===== src/rtl/pwm_seq_pkg.sv =====
`default_nettype none
// ============================================================================
// Module   : pwm_seq_pkg
// Purpose  : Shared types and constants for the PWM sequencer: FSM state
//            enum, step-table entry struct and the default table depth.
// Revision : 1.0 - initial release
// ============================================================================
package pwm_seq_pkg;

    localparam int unsigned c_default_depth = 8;

    typedef enum logic [0:0] {
        ST_IDLE = 1'b0,
        ST_RUN  = 1'b1
    } state_t;

    // period: frame length (0 encodes 256), pulse: high cycles per frame,
    // hold: frames per step (0 encodes 1).
    typedef struct packed {
        logic [7:0] period;
        logic [7:0] pulse;
        logic [7:0] hold;
    } step_t;

endpackage
`default_nettype wire


===== src/rtl/pwm_sequencer_if.sv =====
`default_nettype none
// ============================================================================
// Module   : pwm_sequencer_if
// Purpose  : Step-table write channel (valid/ready plus one step entry).
// Ports    : wr_valid  - host write request
//            wr_ready  - table can accept a write
//            wr_period - frame length, 0 means 256
//            wr_pulse  - high cycles per frame
//            wr_hold   - frames per step, 0 means 1
// Modports : master (host side), slave (sequencer side)
// Revision : 1.0 - initial release
// ============================================================================
interface pwm_sequencer_if;
    logic       wr_valid;
    logic       wr_ready;
    logic [7:0] wr_period;
    logic [7:0] wr_pulse;
    logic [7:0] wr_hold;

    modport master (
        output wr_valid, wr_period, wr_pulse, wr_hold,
        input  wr_ready
    );

    modport slave (
        input  wr_valid, wr_period, wr_pulse, wr_hold,
        output wr_ready
    );
endinterface
`default_nettype wire


===== src/rtl/pwm_core.sv =====
`default_nettype none
// ============================================================================
// Module   : pwm_core
// Purpose  : 8-bit frame counter and pulse compare with a registered output.
// Ports    : i_clock, i_reset_n (async, active-low)
//            i_run       - block is running in the upcoming cycle
//            i_load      - latch i_period/i_pulse and restart the frame
//            i_period    - frame length, 0 means 256
//            i_pulse     - high cycles per frame
//            o_pwm       - registered PWM output
//            o_frame_end - current cycle is the last of its frame
// Revision : 1.0 - initial release
// ============================================================================
module pwm_core (
    input  wire logic       i_clock,
    input  wire logic       i_reset_n,
    input  wire logic       i_run,
    input  wire logic       i_load,
    input  wire logic [7:0] i_period,
    input  wire logic [7:0] i_pulse,
    output logic            o_pwm,
    output logic            o_frame_end
);
    logic [7:0] r_count;
    logic [7:0] r_period;
    logic [7:0] r_pulse;
    logic       r_run;
    logic       r_pwm;
    logic [7:0] w_count_next;
    logic [7:0] w_pulse_next;

    // 8-bit wrap makes period 0 end its frame at count 255.
    assign o_frame_end = r_run && (r_count == (r_period - 8'd1));

    // The output register is driven from the counter value it will sit next
    // to, so o_pwm and the counter always describe the same cycle.
    always_comb begin
        w_count_next = 8'd0;
        w_pulse_next = r_pulse;
        if (i_load) begin
            w_count_next = 8'd0;
            w_pulse_next = i_pulse;
        end else if (i_run && !o_frame_end) begin
            w_count_next = r_count + 8'd1;
        end
    end

    always_ff @(posedge i_clock or negedge i_reset_n) begin
        if (!i_reset_n) begin
            r_count  <= 8'd0;
            r_period <= 8'd0;
            r_pulse  <= 8'd0;
            r_run    <= 1'b0;
            r_pwm    <= 1'b0;
        end else begin
            r_run   <= i_run;
            r_count <= w_count_next;
            if (i_load) begin
                r_period <= i_period;
                r_pulse  <= i_pulse;
            end
            r_pwm <= i_run && (w_count_next < w_pulse_next);
        end
    end

    assign o_pwm = r_pwm;
endmodule
`default_nettype wire


===== src/rtl/pwm_sequencer.sv =====
`default_nettype none
// ============================================================================
// Module   : pwm_sequencer
// Purpose  : Plays back a table of (period, pulse, hold) steps on a PWM
//            output, changing steps only at frame boundaries.
// Ports    : i_clock, i_reset_n (async, active-low)
//            wr_bus   - step-table write channel (slave modport)
//            i_clear  - empty the table (IDLE only)
//            i_start  - begin playback (IDLE, non-empty table)
//            i_stop   - end playback at the next frame end
//            i_loop   - wrap to step 0 after the last step (latched at start)
//            o_pwm, o_busy, o_step, o_done
// Config   : PWM_SEQ_LOOP_EN - adds i_loop and the wrap-around behaviour;
//            without it playback is always one-shot.
// Revision : 1.0 - initial release
// ============================================================================
module pwm_sequencer
    import pwm_seq_pkg::*;
#(
    parameter int unsigned DEPTH = c_default_depth
) (
    input  wire logic                     i_clock,
    input  wire logic                     i_reset_n,
    pwm_sequencer_if.slave                wr_bus,
    input  wire logic                     i_clear,
    input  wire logic                     i_start,
    input  wire logic                     i_stop,
`ifdef PWM_SEQ_LOOP_EN
    input  wire logic                     i_loop,
`endif
    output logic                          o_pwm,
    output logic                          o_busy,
    output logic [$clog2(DEPTH)-1:0]      o_step,
    output logic                          o_done
);
    localparam int unsigned c_iw = $clog2(DEPTH);
    localparam int unsigned c_cw = c_iw + 1;

    state_t            r_state;
    state_t            w_state_next;
    step_t             r_table [DEPTH];
    logic [c_cw-1:0]   r_count;
    logic [c_iw-1:0]   r_step;
    logic [7:0]        r_hold;
    logic              r_stop;
    logic              r_done;
    logic              w_load;
    logic              w_end;
    logic              w_hold_dec;
    logic [c_iw-1:0]   w_load_idx;
    logic [c_cw-1:0]   w_next_idx;
    logic              w_wr_fire;
    logic              w_frame_end;
    logic              w_loop_wrap;
    step_t             w_entry;

`ifdef PWM_SEQ_LOOP_EN
    logic              r_loop;
    assign w_loop_wrap = r_loop;
`else
    assign w_loop_wrap = 1'b0;
`endif

    assign wr_bus.wr_ready = (r_state == ST_IDLE) && (r_count < c_cw'(DEPTH));
    // Clear takes priority over a write presented in the same cycle.
    assign w_wr_fire  = wr_bus.wr_valid && wr_bus.wr_ready && !i_clear;
    assign w_next_idx = {1'b0, r_step} + {{c_iw{1'b0}}, 1'b1};
    assign w_entry    = r_table[w_load_idx];

    always_comb begin
        w_state_next = r_state;
        w_load       = 1'b0;
        w_end        = 1'b0;
        w_hold_dec   = 1'b0;
        w_load_idx   = '0;
        case (r_state)
            ST_IDLE: begin
                if (i_start && (r_count != '0)) begin
                    w_load       = 1'b1;
                    w_state_next = ST_RUN;
                end
            end
            ST_RUN: begin
                if (w_frame_end) begin
                    // A stop seen on the frame-end cycle itself also ends here.
                    if (r_stop || i_stop) begin
                        w_end = 1'b1;
                    end else if (r_hold != 8'd1) begin
                        w_hold_dec = 1'b1;
                    end else if (w_next_idx < r_count) begin
                        w_load     = 1'b1;
                        w_load_idx = w_next_idx[c_iw-1:0];
                    end else if (w_loop_wrap) begin
                        w_load = 1'b1;
                    end else begin
                        w_end = 1'b1;
                    end
                    if (w_end) begin
                        w_state_next = ST_IDLE;
                    end
                end
            end
            default: w_state_next = ST_IDLE;
        endcase
    end

    always_ff @(posedge i_clock or negedge i_reset_n) begin
        if (!i_reset_n) begin
            r_state <= ST_IDLE;
            r_count <= '0;
            r_step  <= '0;
            r_hold  <= 8'd0;
            r_stop  <= 1'b0;
            r_done  <= 1'b0;
`ifdef PWM_SEQ_LOOP_EN
            r_loop  <= 1'b0;
`endif
        end else begin
            r_state <= w_state_next;
            r_done  <= w_end;

            if ((r_state == ST_IDLE) && i_clear) begin
                r_count <= '0;
            end else if (w_wr_fire) begin
                r_count <= r_count + {{c_iw{1'b0}}, 1'b1};
            end

            if (w_end) begin
                r_step <= '0;
            end else if (w_load) begin
                r_step <= w_load_idx;
            end

            if (w_load) begin
                r_hold <= (w_entry.hold == 8'd0) ? 8'd1 : w_entry.hold;
            end else if (w_hold_dec) begin
                r_hold <= r_hold - 8'd1;
            end

            if ((r_state == ST_IDLE) || w_end) begin
                r_stop <= 1'b0;
            end else if (i_stop) begin
                r_stop <= 1'b1;
            end

`ifdef PWM_SEQ_LOOP_EN
            if ((r_state == ST_IDLE) && w_load) begin
                r_loop <= i_loop;
            end
`endif
        end
    end

    // Table storage needs no reset: validity is tracked by r_count alone.
    always_ff @(posedge i_clock) begin
        if (w_wr_fire) begin
            r_table[r_count[c_iw-1:0]] <= '{period: wr_bus.wr_period,
                                            pulse:  wr_bus.wr_pulse,
                                            hold:   wr_bus.wr_hold};
        end
    end

    pwm_core u_core (
        .i_clock     (i_clock),
        .i_reset_n   (i_reset_n),
        .i_run       (w_state_next == ST_RUN),
        .i_load      (w_load),
        .i_period    (w_entry.period),
        .i_pulse     (w_entry.pulse),
        .o_pwm       (o_pwm),
        .o_frame_end (w_frame_end)
    );

    assign o_busy = (r_state == ST_RUN);
    assign o_step = r_step;
    assign o_done = r_done;
endmodule
`default_nettype wire


===== src/flat_wrapper.sv =====
// flat-port wrapper written by rule: the top's interface ports become plain ports
module pwm_sequencer_flat import pwm_seq_pkg::*;
#(
    parameter int unsigned DEPTH = c_default_depth
)
  (i_clock, i_reset_n, i_clear, i_start, i_stop, o_pwm, o_busy, o_step, o_done, wr_bus_wr_valid, wr_bus_wr_period, wr_bus_wr_pulse, wr_bus_wr_hold, wr_bus_wr_ready);
  pwm_sequencer_if wr_bus_i ();
  input  wire logic i_clock;
  input  wire logic i_reset_n;
  input  wire logic i_clear;
  input  wire logic i_start;
  input  wire logic i_stop;
  output logic o_pwm;
  output logic o_busy;
  output logic [$clog2(DEPTH)-1:0] o_step;
  output logic o_done;
  input wire logic [$bits(wr_bus_i.wr_valid)-1:0] wr_bus_wr_valid;
  input wire logic [$bits(wr_bus_i.wr_period)-1:0] wr_bus_wr_period;
  input wire logic [$bits(wr_bus_i.wr_pulse)-1:0] wr_bus_wr_pulse;
  input wire logic [$bits(wr_bus_i.wr_hold)-1:0] wr_bus_wr_hold;
  output wire logic [$bits(wr_bus_i.wr_ready)-1:0] wr_bus_wr_ready;
  assign wr_bus_i.wr_valid = wr_bus_wr_valid;
  assign wr_bus_i.wr_period = wr_bus_wr_period;
  assign wr_bus_i.wr_pulse = wr_bus_wr_pulse;
  assign wr_bus_i.wr_hold = wr_bus_wr_hold;
  assign wr_bus_wr_ready = wr_bus_i.wr_ready;
  pwm_sequencer #(.DEPTH(DEPTH)) u_core (.i_clock(i_clock), .i_reset_n(i_reset_n), .wr_bus(wr_bus_i), .i_clear(i_clear), .i_start(i_start), .i_stop(i_stop), .o_pwm(o_pwm), .o_busy(o_busy), .o_step(o_step), .o_done(o_done));
endmodule

===== config.mk =====
export PLATFORM = sky130hd
export DESIGN_NAME = pwm_sequencer_flat
export DESIGN_NICKNAME = d
export VERILOG_FILES = /design/src/rtl/pwm_seq_pkg.sv /design/src/rtl/pwm_sequencer_if.sv /design/src/rtl/pwm_core.sv /design/src/rtl/pwm_sequencer.sv /design/src/flat_wrapper.sv
export SDC_FILE = /design/constraint.sdc
export NUM_CORES = 1
export LEC_CHECK = 0
export ABC_AREA = 1
export BUFFER_PORTS_ARGS = -buffer_cell sky130_fd_sc_hd__buf_2
export CAP_MARGIN = 25
export CELL_PAD_IN_SITES_DETAIL_PLACEMENT = 1
export CELL_PAD_IN_SITES_GLOBAL_PLACEMENT = 1
export CORE_MARGIN = 1.5
export CORE_UTILIZATION = 50
export DETAILED_ROUTE_END_ITERATION = 16
export PLACE_DENSITY = 0.87
export SLEW_MARGIN = 0
export SYNTH_ARGS = -nofsm -noshare
export SYNTH_HDL_FRONTEND = slang
export SYNTH_SLANG_ARGS = --single-unit

===== constraint.sdc =====
create_clock -name i_clock -period 4.58 [get_ports i_clock]
set_clock_uncertainty 0.2 [all_clocks]
set_input_delay 0.687 -clock i_clock [delete_from_list [all_inputs] [get_ports i_clock]]
set_output_delay 0.687 -clock i_clock [all_outputs]
set_load 0.05 [all_outputs]

==> results_tabular.tex <==
\begin{tabular}{lr}
\hline
Metric & Value \\
\hline
\multicolumn{2}{l}{\textbf{Detailed routing}} \\
Number of remaining DRC errors & 0 \\
Total wire length after detailed routing & 30,520 um \\
Iter 0 DRT Violations & 585 \\
Post-DR wirelength/cell & 25.39 um \\
Avg Vias per Cell & 6.240 \\
Count of TritonRoute iterations in the first routing pass & 5 \\
Via Count & 7,501 \\
Number of nets with antenna violations after detailed routing & 0 \\
\multicolumn{2}{l}{\textbf{Placed design}} \\
Final weighted congestion of routability-driven global placement & 0.8393 \\
Detailed placer's ending HPWL & 17,880 um \\
Port Buffers & 36 \\
Worst setup slack before clock tree synthesis & 0.4775 ns \\
\multicolumn{2}{l}{\textbf{CTS}} \\
TritonCTS Sinks & 235 \\
H-tree depth & 1 \\
TritonCTS clock tree & yes \\
Clock latency on the worst-skew pair & 0.54 ns \\
Library cell used as clock root buffer & clkbuf\_16 \\
Clock buffer count from CTS & 26 \\
CTS clock-pin slew for the worst setup and hold paths & 0.07 ns \\
Clock buffer depth & 3 \\
\multicolumn{2}{l}{\textbf{Cells and area}} \\
Sequential standard cell area & 0.006842 sq mm \\
Multi-input logic area & 0.002920 sq mm \\
Most common cell after layout, fill and taps aside & edfxtp\_1 \\
Filler Cell Count & 2,042 \\
Signed area change from the synthesized netlist to the final layout & 14.41\% \\
Ratio of cells with drive above 1 in the final layout & 14.64\% \\
Leading cell types in the layout, fill and taps excluded & edfxtp\_1, nand2\_1, nand3\_1 \\
Net count of the finished layout & 963 \\
\multicolumn{2}{l}{\textbf{Synthesis}} \\
Sequential cell area fraction in the yosys report & 67.54\% \\
Synthesized netlist cell count & 858 \\
Number of synthesis warnings & 0 \\
Synthesized area per cell & 11.81 sq um \\
Syn Nets & 905 \\
Synth Cell Area & 0.01013 sq mm \\
Synth Flop Type & edfxtp\_1 \\
Number of synthesized flops with an enable pin & 192 \\
Count of unique library cells instantiated by Yosys & 46 \\
Share of async-settable or async-resettable flops after synthesis & 18.30\% \\
Total of flip-flops plus latches after synthesis & 235 \\
\multicolumn{2}{l}{\textbf{Worst setup path}} \\
Beginning of the critical path & u\_core.o\_step[0]\$\_DFFE\_PN0P\_ \\
Critical setup path kind & flip-flop to flip-flop \\
Critical Path Fanout Max & 12 \\
Combined buffer and inverter count along the critical path & 2 \\
Max incr delay on CP & 0.45 ns \\
Top cell family by delay on the critical path & compound AO/OA/AOI/OAI gates \\
Worst Setup Start Kind & flip-flop \\
Startpoint of the lowest-slack register-to-register path & u\_core.o\_step[0]\$\_DFFE\_PN0P\_ \\
Capturing element type of the critical path & flip-flop \\
Cell repeated most along the worst path & ha\_1 \\
Max stage delay cell, worst path & dfrtp\_1 \\
Signal arrival time at the worst endpoint & 4.65 ns \\
Data required time of the critical path & 4.84 ns \\
Chain of cells forming the critical path & ha\_1 > xnor2\_1 > inv\_1 > ha\_1 > nand3\_1 > nand3\_1 > nor2\_1 > nand4\_1 > buf\_4 > or2\_2 > o21ai\_0 > o21ai\_1 > a221oi\_2 > ha\_1 > a21oi\_1 > o211ai\_1 > a21oi\_1 \\
\multicolumn{2}{l}{\textbf{Floorplanning}} \\
Initial core utilization & 51.54\% \\
Core area & 0.01965 sq mm \\
Height of the die & 145.3 um \\
Die width & 145.3 um \\
Total number of placement rows & 51 \\
Overall die area & 0.02112 sq mm \\
Top Ports & 37 \\
\multicolumn{2}{l}{\textbf{Timing}} \\
Post-route fraction of the period consumed by the critical path & 95.86\% \\
Final Setup Violations & 0 \\
Maximum clock frequency & 227.8 MHz \\
Count of final hold-check violations & 0 \\
Final sum of negative setup slack & 0 ns \\
Final Worst Setup Slack & 0.1898 ns \\
Worst slew margin relative to its limit & 44.70\% \\
Total count of max-transition violations in the final report & 0 \\
Actual slew at the worst max-slew pin & 0.8294 ns \\
Minimum hold slack & 0.2213 ns \\
Unrepaired setup endpoints after global routing & false \\
Final critical delay including setup and external delays & 4.390 ns \\
\multicolumn{2}{l}{\textbf{GRT}} \\
Vias in the first global route & 8,050 \\
First-pass GRT wire length & 46,820 um \\
Total global routing track utilization & 29.02\% \\
Final global-route overflow total & 0 \\
Largest net degree at the start of global routing & 64 \\
Number of antenna violations at the first check in global routing & 1 \\
\multicolumn{2}{l}{\textbf{Power and ir drop}} \\
Largest vdd supply drop & 0.3281 mV \\
Power density over the cells & 511.0 mW/mm\^{}2 \\
Total leakage power & 4.468 nW \\
\multicolumn{2}{l}{\textbf{Flow run}} \\
Count of maximum capacitance violations & 0 \\
\multicolumn{2}{l}{\textbf{Outcome}} \\
Result of the run & completed \\
\multicolumn{2}{l}{\textbf{Min path}} \\
Class of the tightest hold or removal check & input pin to flip-flop \\
Startpoint of the worst hold path & wr\_bus\_wr\_hold[2] \\
\hline
\end{tabular}
==> flip-flops by register name, summed over array words and instances, names as in the netlist <==
register,cells
u_core.r_table,192
u_core.r_hold,8
u_core.u_core.r_count,8
u_core.u_core.r_period,8
u_core.u_core.r_pulse,8
u_core.r_count,4
u_core.o_step,3
u_core.o_busy,1
u_core.o_done,1
u_core.r_stop,1
u_core.u_core.o_pwm,1
==> final cells by class <==
cell class | instances | share of cell area [%]
antenna | 1 | 0.02159
clock buffer | 35 | 6.521
clock inverter | 13 | 0.8636
inverter | 63 | 2.073
multi-input combinational | 527 | 25.20
sequential | 235 | 59.03
tap | 265 | 2.861
timing repair buffer | 63 | 3.433
==> layer usage <==
| metal | track usage, % | up-vias | routed length (um) |
|---|---|---|---|
| li1 | - | 3209 | - |
| met1 | 37.86 | 3761 | 12130 |
| met2 | 46.21 | 390 | 14260 |
| met3 | 5.893 | 141 | 2387 |
| met4 | 15.15 | 0 | 1747 |
| met5 | 0 | - | 0 |
==> per-stage QoR <==
step	total power [mW]	area (sq um)	std cells	util [%]
final	5.923	11590	1202	58.97
after global routing	6.131	11590	1201	58.96
after CTS	5.912	11530	1196	58.67
after detailed placement	3.801	10680	1148	54.32
after global placement	3.678	10680	1148	54.32
after floorplan	3.411	10130	858	-
==> path summary, 6_finish.rpt <==
kind / end / slack, ns / cells after the start
min in group asynchronous: u_core.r_stop$_DFFE_PN0P_ / 0.32 / 2
worst max-delay path: u_core.u_core.o_pwm$_DFF_PN0_ / 0.19 / 17
worst min-delay path: u_core.r_table[0][2]$_DFFE_PP_ / 0.22 / 1
worst max register to register: u_core.u_core.o_pwm$_DFF_PN0_ / 0.19 / 17
max in group asynchronous: u_core.u_core.r_pulse[2]$_DFF_PN0_ / 3.35 / 3
worst min register to register: u_core.r_count[3]$_DFFE_PN0P_ / 0.39 / 2
==> synth_stat cells, types with 12 or more instances <==
library cell | n | area share [%]
a21oi_1 | 21 | 1.0
buf_2 | 12 | 0.59
clkbuf_1 | 13 | 0.48
dfrtp_1 | 43 | 11
edfxtp_1 | 192 | 57
ha_1 | 17 | 2.1
inv_1 | 57 | 2.1
nand2_1 | 166 | 6.2
nand3_1 | 84 | 4.2
nor2_1 | 53 | 2.0
o211ai_1 | 19 | 1.4
o21ai_0 | 31 | 1.5
o221ai_1 | 23 | 2.0
o22ai_1 | 18 | 1.1
==> worst register-to-register path: stages, from the launching register on <==
cell and delay [ns]:
dfrtp_1 0.45, ha_1 0.25, xnor2_1 0.25, inv_1 0.10, ha_1 0.30, nand3_1 0.11, nand3_1 0.08, nor2_1 0.16
nand4_1 0.36, buf_4 0.35, or2_2 0.29, o21ai_0 0.11, o21ai_1 0.11, a221oi_2 0.34, ha_1 0.33, a21oi_1 0.21
o211ai_1 0.12, a21oi_1 0.17
==> cell families (layout without fill, tap and decap cells) <==
kind of cell | after synthesis | in the layout | share of synthesized area, %
buffers and inverters | 96 | 174 | 4.002
AO/OA/AOI/OAI | 135 | 135 | 8.683
multiplexers | 8 | 8 | 0.7905
XOR/XNOR | 15 | 15 | 1.297
adder cells (fa/ha/maj) | 17 | 17 | 2.100
AND/OR/NAND/NOR | 352 | 352 | 15.59
other | 0 | 1 | 0
flip-flops | 235 | 235 | 67.54
==> what timing repair did <==
| action | in CTS | in global routing |
|---|---|---|
| endpoints found under the setup margin | 0 | 1 |
| setup buffers | 0 | 3 |
| endpoints found under the hold margin | 0 | 7 |
| hold buffers | 0 | 1 |
| resized for setup | 0 | 1 |
==> report_power, final <==
group,switching (mW),internal (mW)
logic,0.799,0.373
registers,0.177,2.49
clock network,0.867,1.21
Power figures use the tool's default switching activity.
